[src/rtl/clk_div_arb_pkg.sv]
// ---------------------------------------------------------------------------
// clk_div_arb_pkg
// Shared types and default widths for the clock-divider arbiter block.
//   state_t    : controller states (IDLE, RUN, DONE)
//   CNT_W_DEF  : default width of the half-period compare value and counter
//   TGL_W_DEF  : default width of the toggle-count request
// ---------------------------------------------------------------------------
package clk_div_arb_pkg;

    typedef enum logic [1:0] {
        IDLE = 2'd0,
        RUN  = 2'd1,
        DONE = 2'd2
    } state_t;

    localparam int CNT_W_DEF = 32;
    localparam int TGL_W_DEF = 16;

endpackage

[src/rtl/clk_div_arbiter_rr_arbiter.sv]
// ---------------------------------------------------------------------------
// rr_arbiter
// N-way round-robin arbiter. The pick is purely combinational from the
// request vector and the stored pointer; the pointer moves to the winner
// whenever 'update' is high and at least one request is present, so the
// winner becomes lowest priority on the next arbitration.
// Ports:
//   clk      in   system clock
//   rst      in   asynchronous active-high reset (pointer -> N-1)
//   req      in   N  request vector
//   update   in   1  commit the current pick into the pointer
//   pick     out  N  one-hot winner (zero when req is zero)
//   pick_idx out  IDX_W  binary index of the winner
//   any      out  1  at least one request present
// ---------------------------------------------------------------------------
module rr_arbiter #(
    parameter int N = 4,
    localparam int IDX_W = (N > 1) ? $clog2(N) : 1
) (
    input  logic             clk,
    input  logic             rst,
    input  logic [N-1:0]     req,
    input  logic             update,
    output logic [N-1:0]     pick,
    output logic [IDX_W-1:0] pick_idx,
    output logic             any
);

    logic [IDX_W-1:0] ptr;
    logic [IDX_W-1:0] cand;
    logic             found;

    assign any = |req;

    // Scan upward starting one past the last winner, wrapping around, and
    // take the first requester seen.
    always_comb begin
        pick     = '0;
        pick_idx = '0;
        found    = 1'b0;
        cand     = '0;
        for (int k = 1; k <= N; k++) begin
            cand = IDX_W'((int'(ptr) + k) % N);
            if (!found && req[cand]) begin
                found       = 1'b1;
                pick_idx    = cand;
                pick[cand]  = 1'b1;
            end
        end
    end

    // Pointer starts at N-1 so that index 0 wins the first arbitration.
    always_ff @(posedge clk or posedge rst) begin
        if (rst) begin
            ptr <= IDX_W'(N - 1);
        end else if (update && any) begin
            ptr <= pick_idx;
        end
    end

endmodule

[src/rtl/clk_div_arbiter.sv]
// ---------------------------------------------------------------------------
// clk_div_arbiter
// Shares one programmable clock divider between N requesters. A round-robin
// arbiter picks a requester, its half-period H and toggle count T are
// latched, divided_clk toggles every H+1 clk cycles for T toggles, then a
// one-cycle done pulse is issued for the granted index and the grant drops.
// Optional build macro: CLK_DIV_ARB_ABORT_EN -- when defined, the granted
// requester dropping req during RUN aborts the run (back to IDLE, no done).
// Ports:
//   clk           in   system clock
//   rst           in   asynchronous active-high reset
//   req           in   N        per-requester request level
//   half_period   in   N*CNT_W  packed H values, slice i for requester i
//   toggle_count  in   N*TGL_W  packed T values, slice i for requester i
//   gnt           out  N        registered one-hot grant
//   done          out  N        one-cycle completion pulse
//   busy          out  1        high whenever not IDLE
//   divided_clk   out  1        shared divided clock
// ---------------------------------------------------------------------------
module clk_div_arbiter
    import clk_div_arb_pkg::*;
#(
    parameter int N     = 4,
    parameter int CNT_W = CNT_W_DEF,
    parameter int TGL_W = TGL_W_DEF
) (
    input  logic               clk,
    input  logic               rst,
    input  logic [N-1:0]       req,
    input  logic [N*CNT_W-1:0] half_period,
    input  logic [N*TGL_W-1:0] toggle_count,
    output logic [N-1:0]       gnt,
    output logic [N-1:0]       done,
    output logic               busy,
    output logic               divided_clk
);

    localparam int IDX_W = (N > 1) ? $clog2(N) : 1;

    state_t           state;
    logic [CNT_W-1:0] counter;
    logic [CNT_W-1:0] h_reg;
    logic [TGL_W-1:0] toggles_left;
    logic [IDX_W-1:0] win_idx;

    logic [N-1:0]     pick;
    logic [IDX_W-1:0] pick_idx;
    logic             req_any;
    logic             arb_update;
    logic [CNT_W-1:0] sel_h;
    logic [TGL_W-1:0] sel_t;

    // Arbitration only happens in IDLE; the pointer is committed on the
    // same edge that raises the grant.
    assign arb_update = (state == IDLE);

    rr_arbiter #(.N(N)) u_arb (
        .clk      (clk),
        .rst      (rst),
        .req      (req),
        .update   (arb_update),
        .pick     (pick),
        .pick_idx (pick_idx),
        .any      (req_any)
    );

    assign sel_h = half_period[int'(pick_idx)*CNT_W +: CNT_W];
    assign sel_t = toggle_count[int'(pick_idx)*TGL_W +: TGL_W];

    // Main controller. All outputs are registered here. DONE is normally
    // entered with done already set and lasts one cycle; a T=0 request
    // enters DONE with done clear, so DONE spends one extra cycle raising
    // done before returning to IDLE.
    always_ff @(posedge clk or posedge rst) begin
        if (rst) begin
            state        <= IDLE;
            gnt          <= '0;
            done         <= '0;
            busy         <= 1'b0;
            divided_clk  <= 1'b0;
            counter      <= '0;
            h_reg        <= '0;
            toggles_left <= '0;
            win_idx      <= '0;
        end else begin
            case (state)
                IDLE: begin
                    gnt         <= '0;
                    done        <= '0;
                    busy        <= 1'b0;
                    divided_clk <= 1'b0;
                    counter     <= '0;
                    if (req_any) begin
                        h_reg        <= sel_h;
                        toggles_left <= sel_t;
                        win_idx      <= pick_idx;
                        gnt          <= pick;
                        busy         <= 1'b1;
                        state        <= (sel_t != '0) ? RUN : DONE;
                    end
                end

                RUN: begin
`ifdef CLK_DIV_ARB_ABORT_EN
                    if (!req[win_idx]) begin
                        state        <= IDLE;
                        gnt          <= '0;
                        busy         <= 1'b0;
                        divided_clk  <= 1'b0;
                        counter      <= '0;
                        toggles_left <= '0;
                    end else
`endif
                    if (counter == h_reg) begin
                        counter      <= '0;
                        divided_clk  <= ~divided_clk;
                        toggles_left <= toggles_left - TGL_W'(1);
                        if (toggles_left == TGL_W'(1)) begin
                            state <= DONE;
                            done  <= gnt;
                        end
                    end else begin
                        counter <= counter + CNT_W'(1);
                    end
                end

                DONE: begin
                    if (done == '0) begin
                        done <= gnt;
                    end else begin
                        state       <= IDLE;
                        done        <= '0;
                        gnt         <= '0;
                        busy        <= 1'b0;
                        divided_clk <= 1'b0;
                    end
                end

                default: begin
                    state <= IDLE;
                end
            endcase
        end
    end

endmodule
[config.mk]
export PLATFORM = sky130hd
export DESIGN_NAME = clk_div_arbiter
export DESIGN_NICKNAME = d
export VERILOG_FILES = /design/src/rtl/clk_div_arb_pkg.sv /design/src/rtl/clk_div_arbiter_rr_arbiter.sv /design/src/rtl/clk_div_arbiter.sv
export SDC_FILE = /design/constraint.sdc
export NUM_CORES = 1
export LEC_CHECK = 0
export CAP_MARGIN = 10
export CORE_MARGIN = 5
export CORE_UTILIZATION = 52
export DETAILED_ROUTE_END_ITERATION = 8
export PLACE_DENSITY = 0.95
export SYNTH_ARGS = -nofsm -noshare
export SYNTH_HDL_FRONTEND = slang
export SYNTH_SLANG_ARGS = --single-unit
[constraint.sdc]
create_clock -name clk -period 7.9 [get_ports clk]
set_input_delay 1.185 -clock clk [delete_from_list [all_inputs] [get_ports clk]]
set_output_delay 1.185 -clock clk [all_outputs]
set_load 0.05 [all_outputs]
==> reports/summary.json <==
{
  "drcViolationCount": {"value": 0},
  "yosys_most_used_dff": {"value": "sky130_fd_sc_hd__dfrtp_1"},
  "outcome": {"value": "completed"},
  "internal_power": {"value": 0.0008624, "unit": "W"},
  "die_w": {"value": 126.1, "unit": "um"},
  "route.final.wire_length": {"value": 20920, "unit": "um"},
  "hold_path_end": {"value": "h_reg[28]$_DFFE_PP0P_"},
  "worst_hold_path.num_cells": {"value": 2},
  "multiInputGateArea": {"value": 0.004332, "unit": "mm^2"},
  "syn_inst": {"value": 812},
  "timing.max_cap.violations": {"value": 0},
  "power_per_cell_area": {"value": 122.7, "unit": "mW/mm^2"},
  "irDropWorstVdd": {"value": 0.1357, "unit": "mV"},
  "worstRegToRegCells": {"value": 10},
  "pwr-share-comb": {"value": 21.1, "unit": "%"},
  "p_seq_share": {"value": 41.8, "unit": "%"},
  "worstPathRequired": {"value": 8.08, "unit": "ns"},
  "fillCellCount": {"value": 905},
  "synthesis.nets": {"value": 1023},
  "async_reset_ff_share": {"value": 100.0, "unit": "%"},
  "ys_seq_elements": {"value": 94},
  "grt_first_pass_wirelength": {"value": 33660, "unit": "um"},
  "detail_route.iter0.violations": {"value": 868},
  "top_level_pins": {"value": 208},
  "post_synth_num_cell_types": {"value": 57},
  "numCtsBuffers": {"value": 9},
  "cts_root_buf": {"value": "sky130_fd_sc_hd__clkbuf_16"},
  "detail_route.wl_per_cell": {"value": 18.07, "unit": "um"},
  "setup_tns": {"value": 0, "unit": "ns"},
  "finalSetupViolCount": {"value": 0},
  "grtUsageTotal": {"value": 25.32, "unit": "%"},
  "reg2reg_from": {"value": "u_arb.ptr[0]$_DFFE_PP1P_"},
  "n_antenna_cell": {"value": 0},
  "clk-insertion-delay-late": {"value": 0.34, "unit": "ns"},
  "worst_ep_arrival_time": {"value": 5.28, "unit": "ns"},
  "finalWorstPathRequiredPeriod": {"value": 5.100, "unit": "ns"},
  "initial_utilization": {"value": 52.95, "unit": "%"},
  "clockBufferDepth": {"value": 2},
  "max_freq": {"value": 196.1, "unit": "MHz"},
  "share_clk_of_total_power": {"value": 37.0, "unit": "%"},
  "cts_post_setup_buffers_inserted": {"value": 0},
  "sequential_area_share_after_synthesis": {"value": 33.58, "unit": "%"},
  "worst_setup_path_class": {"value": "input pin to register"},
  "rsz_0062_raised_after_global_routing": {"value": "no"},
  "tightestPinTransition": {"value": 1.121, "unit": "ns"},
  "hold-worst-slack": {"value": 0.5161, "unit": "ns"},
  "vias": {"value": 7013},
  "dp.final_hpwl": {"value": 15850, "unit": "um"},
  "fp-row-count": {"value": 42},
  "ant_nets": {"value": 0},
  "final_min_period_over_clock_period": {"value": 64.55, "unit": "%"},
  "grt_antenna_before_repair": {"value": 0},
  "core_area": {"value": 0.01324, "unit": "mm^2"},
  "syn-mean-instance-area": {"value": 8.635, "unit": "um^2"},
  "hold_start": {"value": "h_reg[28]$_DFFE_PP0P_"},
  "fin_clk_skew": {"value": 0.006251, "unit": "ns"},
  "synth_enable_flop_cells": {"value": 0},
  "final-max-slew-violation-count": {"value": 0},
  "critical_path_peak_fanout": {"value": 68},
  "count_of_synthesis_stage_warnings_from_yosys": {"value": 0},
  "finalNetCount": {"value": 1188},
  "grt_start_max_net_pins": {"value": 73},
  "portBuffers": {"value": 207},
  "worstHoldPathType": {"value": "register to register"},
  "switching_share": {"value": 24.98, "unit": "%"},
  "htree_levels": {"value": 3},
  "synth_area": {"value": 0.007012, "unit": "mm^2"},
  "dr.pass1.iters": {"value": 7},
  "worst_setup_path_start_kind": {"value": "input pin"},
  "reg2reg_setup_slack": {"value": 2.90, "unit": "ns"},
  "gr-total-overflow": {"value": 0},
  "r2r-end": {"value": "state[0]$_DFFE_PP0P_"},
  "cp-end-kind": {"value": "register"},
  "first_global_vias": {"value": 7054},
  "pnr_total_power": {"value": 0.001150, "unit": "W"},
  "hold_viol": {"value": 0},
  "sequential_cell_area_in_the_final_layout": {"value": 0.002355, "unit": "mm^2"},
  "area.growth.synth_to_final": {"value": 33.58, "unit": "%"},
  "tritoncts": {"value": "built"},
  "ctsHoldBuffers": {"value": 0},
  "cts.clk_slew.worst_paths": {"value": 0.07, "unit": "ns"},
  "design.die.area": {"value": 0.01591, "unit": "mm^2"},
  "die_h": {"value": 126.1, "unit": "um"},
  "finalWeightedCongestion": {"value": 0.9151},
  "cts_sinks": {"value": 94},
  "p_sw": {"value": 0.0002871, "unit": "W"},
  "via_to_cell_ratio": {"value": 6.056},
  "post_cts_resized": {"value": 0},
  "static-leakage-power": {"value": 3.770, "unit": "nW"},
  "drive_above_1_share": {"value": 8.961, "unit": "%"},
  "max-slew-margin-rel": {"value": 25.29, "unit": "%"}
}
-- stage by stage --
step                std cells  utilization [%]  setup WS (ns)  instance area, um^2
floorplan                 812                -          4.270                 7012
finish                   1158            70.73          2.800                 9366
global placement         1142            68.52          2.515                 9074
CTS                      1158            70.73          2.752                 9366
detailed placement       1142            68.52          2.372                 9074
global route             1158            70.73          2.457                 9366
-- how the worst max path moves through the flow --
stage / startpoint / to / slack, ns
2_1_floorplan: rst / busy$_DFFE_PP0P_ / 4.27
3_3_place_gp: req[0] / state[0]$_DFFE_PP0P_ / 2.51
6_report: req[0] / state[0]$_DFFE_PP0P_ / 2.80
4_1_cts: req[0] / state[0]$_DFFE_PP0P_ / 2.75
5_1_grt: req[0] / state[0]$_DFFE_PP0P_ / 2.46
3_5_place_dp: req[0] / state[0]$_DFFE_PP0P_ / 2.37
-- cells in the final DEF (no fill, tap or decap), drive strengths merged, types with 23 or more instances in the layout --
cell type	synthesis	layout
a21oi	36	36
clkdlybuf4s50	0	207
dfrtp	92	92
mux2	41	41
mux2i	42	42
nand2	112	112
nand3	29	29
nor2	42	42
o21ai	132	132
o31ai	23	23
xnor2	32	32
-- Yosys cell counts, types with 3 or more instances --
| library cell | instances | share of area [%] |
|---|---|---|
| sky130_fd_sc_hd__or3_1 | 3 | 0.27 |
| sky130_fd_sc_hd__or2_2 | 3 | 0.27 |
| sky130_fd_sc_hd__o31ai_1 | 22 | 2.4 |
| sky130_fd_sc_hd__nor3_1 | 10 | 0.71 |
| sky130_fd_sc_hd__buf_4 | 4 | 0.43 |
| sky130_fd_sc_hd__and3b_1 | 3 | 0.37 |
| sky130_fd_sc_hd__a22oi_1 | 9 | 0.96 |
| sky130_fd_sc_hd__mux2_2 | 40 | 6.4 |
| sky130_fd_sc_hd__a22o_1 | 7 | 0.87 |
| sky130_fd_sc_hd__o21ai_0 | 131 | 9.4 |
| sky130_fd_sc_hd__ha_1 | 13 | 2.3 |
| sky130_fd_sc_hd__nand3_1 | 29 | 2.1 |
| sky130_fd_sc_hd__buf_2 | 12 | 0.86 |
| sky130_fd_sc_hd__mux2i_1 | 42 | 6.0 |
| sky130_fd_sc_hd__inv_1 | 15 | 0.80 |
| sky130_fd_sc_hd__dfrtp_1 | 92 | 33 |
| sky130_fd_sc_hd__and3_1 | 12 | 1.1 |
| sky130_fd_sc_hd__mux4_2 | 11 | 3.5 |
| sky130_fd_sc_hd__a21oi_1 | 35 | 2.5 |
| sky130_fd_sc_hd__xnor2_1 | 32 | 4.0 |
| sky130_fd_sc_hd__nor4_1 | 13 | 1.2 |
| sky130_fd_sc_hd__nor2b_1 | 6 | 0.54 |
| sky130_fd_sc_hd__a31oi_1 | 4 | 0.36 |
| sky130_fd_sc_hd__o22ai_1 | 4 | 0.36 |
| sky130_fd_sc_hd__nor2_1 | 42 | 2.2 |
| sky130_fd_sc_hd__a21o_1 | 3 | 0.32 |
| sky130_fd_sc_hd__buf_1 | 7 | 0.37 |
| sky130_fd_sc_hd__nand4_1 | 15 | 1.3 |
| sky130_fd_sc_hd__nand2_1 | 112 | 6.0 |
| sky130_fd_sc_hd__o41ai_1 | 5 | 0.62 |
| sky130_fd_sc_hd__buf_6 | 5 | 0.80 |
| sky130_fd_sc_hd__clkbuf_1 | 30 | 1.6 |
| sky130_fd_sc_hd__nand2b_1 | 8 | 0.71 |
-- power groups by stage --
stage	clock network [W]	registers, W	logic (W)
2_1_floorplan	0	0.000490	0.000119
3_3_place_gp	0	0.000490	0.000235
3_5_place_dp	0	0.000490	0.000241
4_1_cts	0.000426	0.000481	0.000242
5_1_grt	0.000448	0.000481	0.000261
6_report	0.000426	0.000481	0.000243
-- per-layer routing --
metal / routed length, um / track usage [%]
met1: 7983 / 31.87
met2: 10680 / 44.35
met3: 1751 / 4.826
met4: 502 / 7.382
met5: 0 / 0
-- critical path, stage by stage --
cell	delay, ns
sky130_fd_sc_hd__clkdlybuf4s50_1	0.80
sky130_fd_sc_hd__mux2_4	0.25
sky130_fd_sc_hd__nor2_1	0.04
sky130_fd_sc_hd__o311a_1	0.36
sky130_fd_sc_hd__o221ai_4	0.73
sky130_fd_sc_hd__buf_4	0.84
sky130_fd_sc_hd__mux4_2	0.63
sky130_fd_sc_hd__nor4_2	0.35
sky130_fd_sc_hd__o31ai_1	0.10
-- cell type report --
cell class / count / area share [%]
Multi-Input combinational cell: 645 / 46.25
Inverter: 15 / 0.6145
Clock buffer: 11 / 2.698
Tap cell: 176 / 2.351
Timing Repair Buffer: 212 / 22.52
Clock inverter: 5 / 0.4275
Sequential cell: 94 / 25.14
-- logic make-up after synthesis --
group                      Yosys count  synth area share, %
and+or+nand+nor                    264                17.86
xor gates and xnor gates            32                3.997
buffers and inverters               73                4.872
adders and majority gates           13                2.320
AOI/OAI and AO/OA                  240                20.45
muxes                               96                16.92
DFF                                 94                33.58
(Power assumes the default switching activity.)
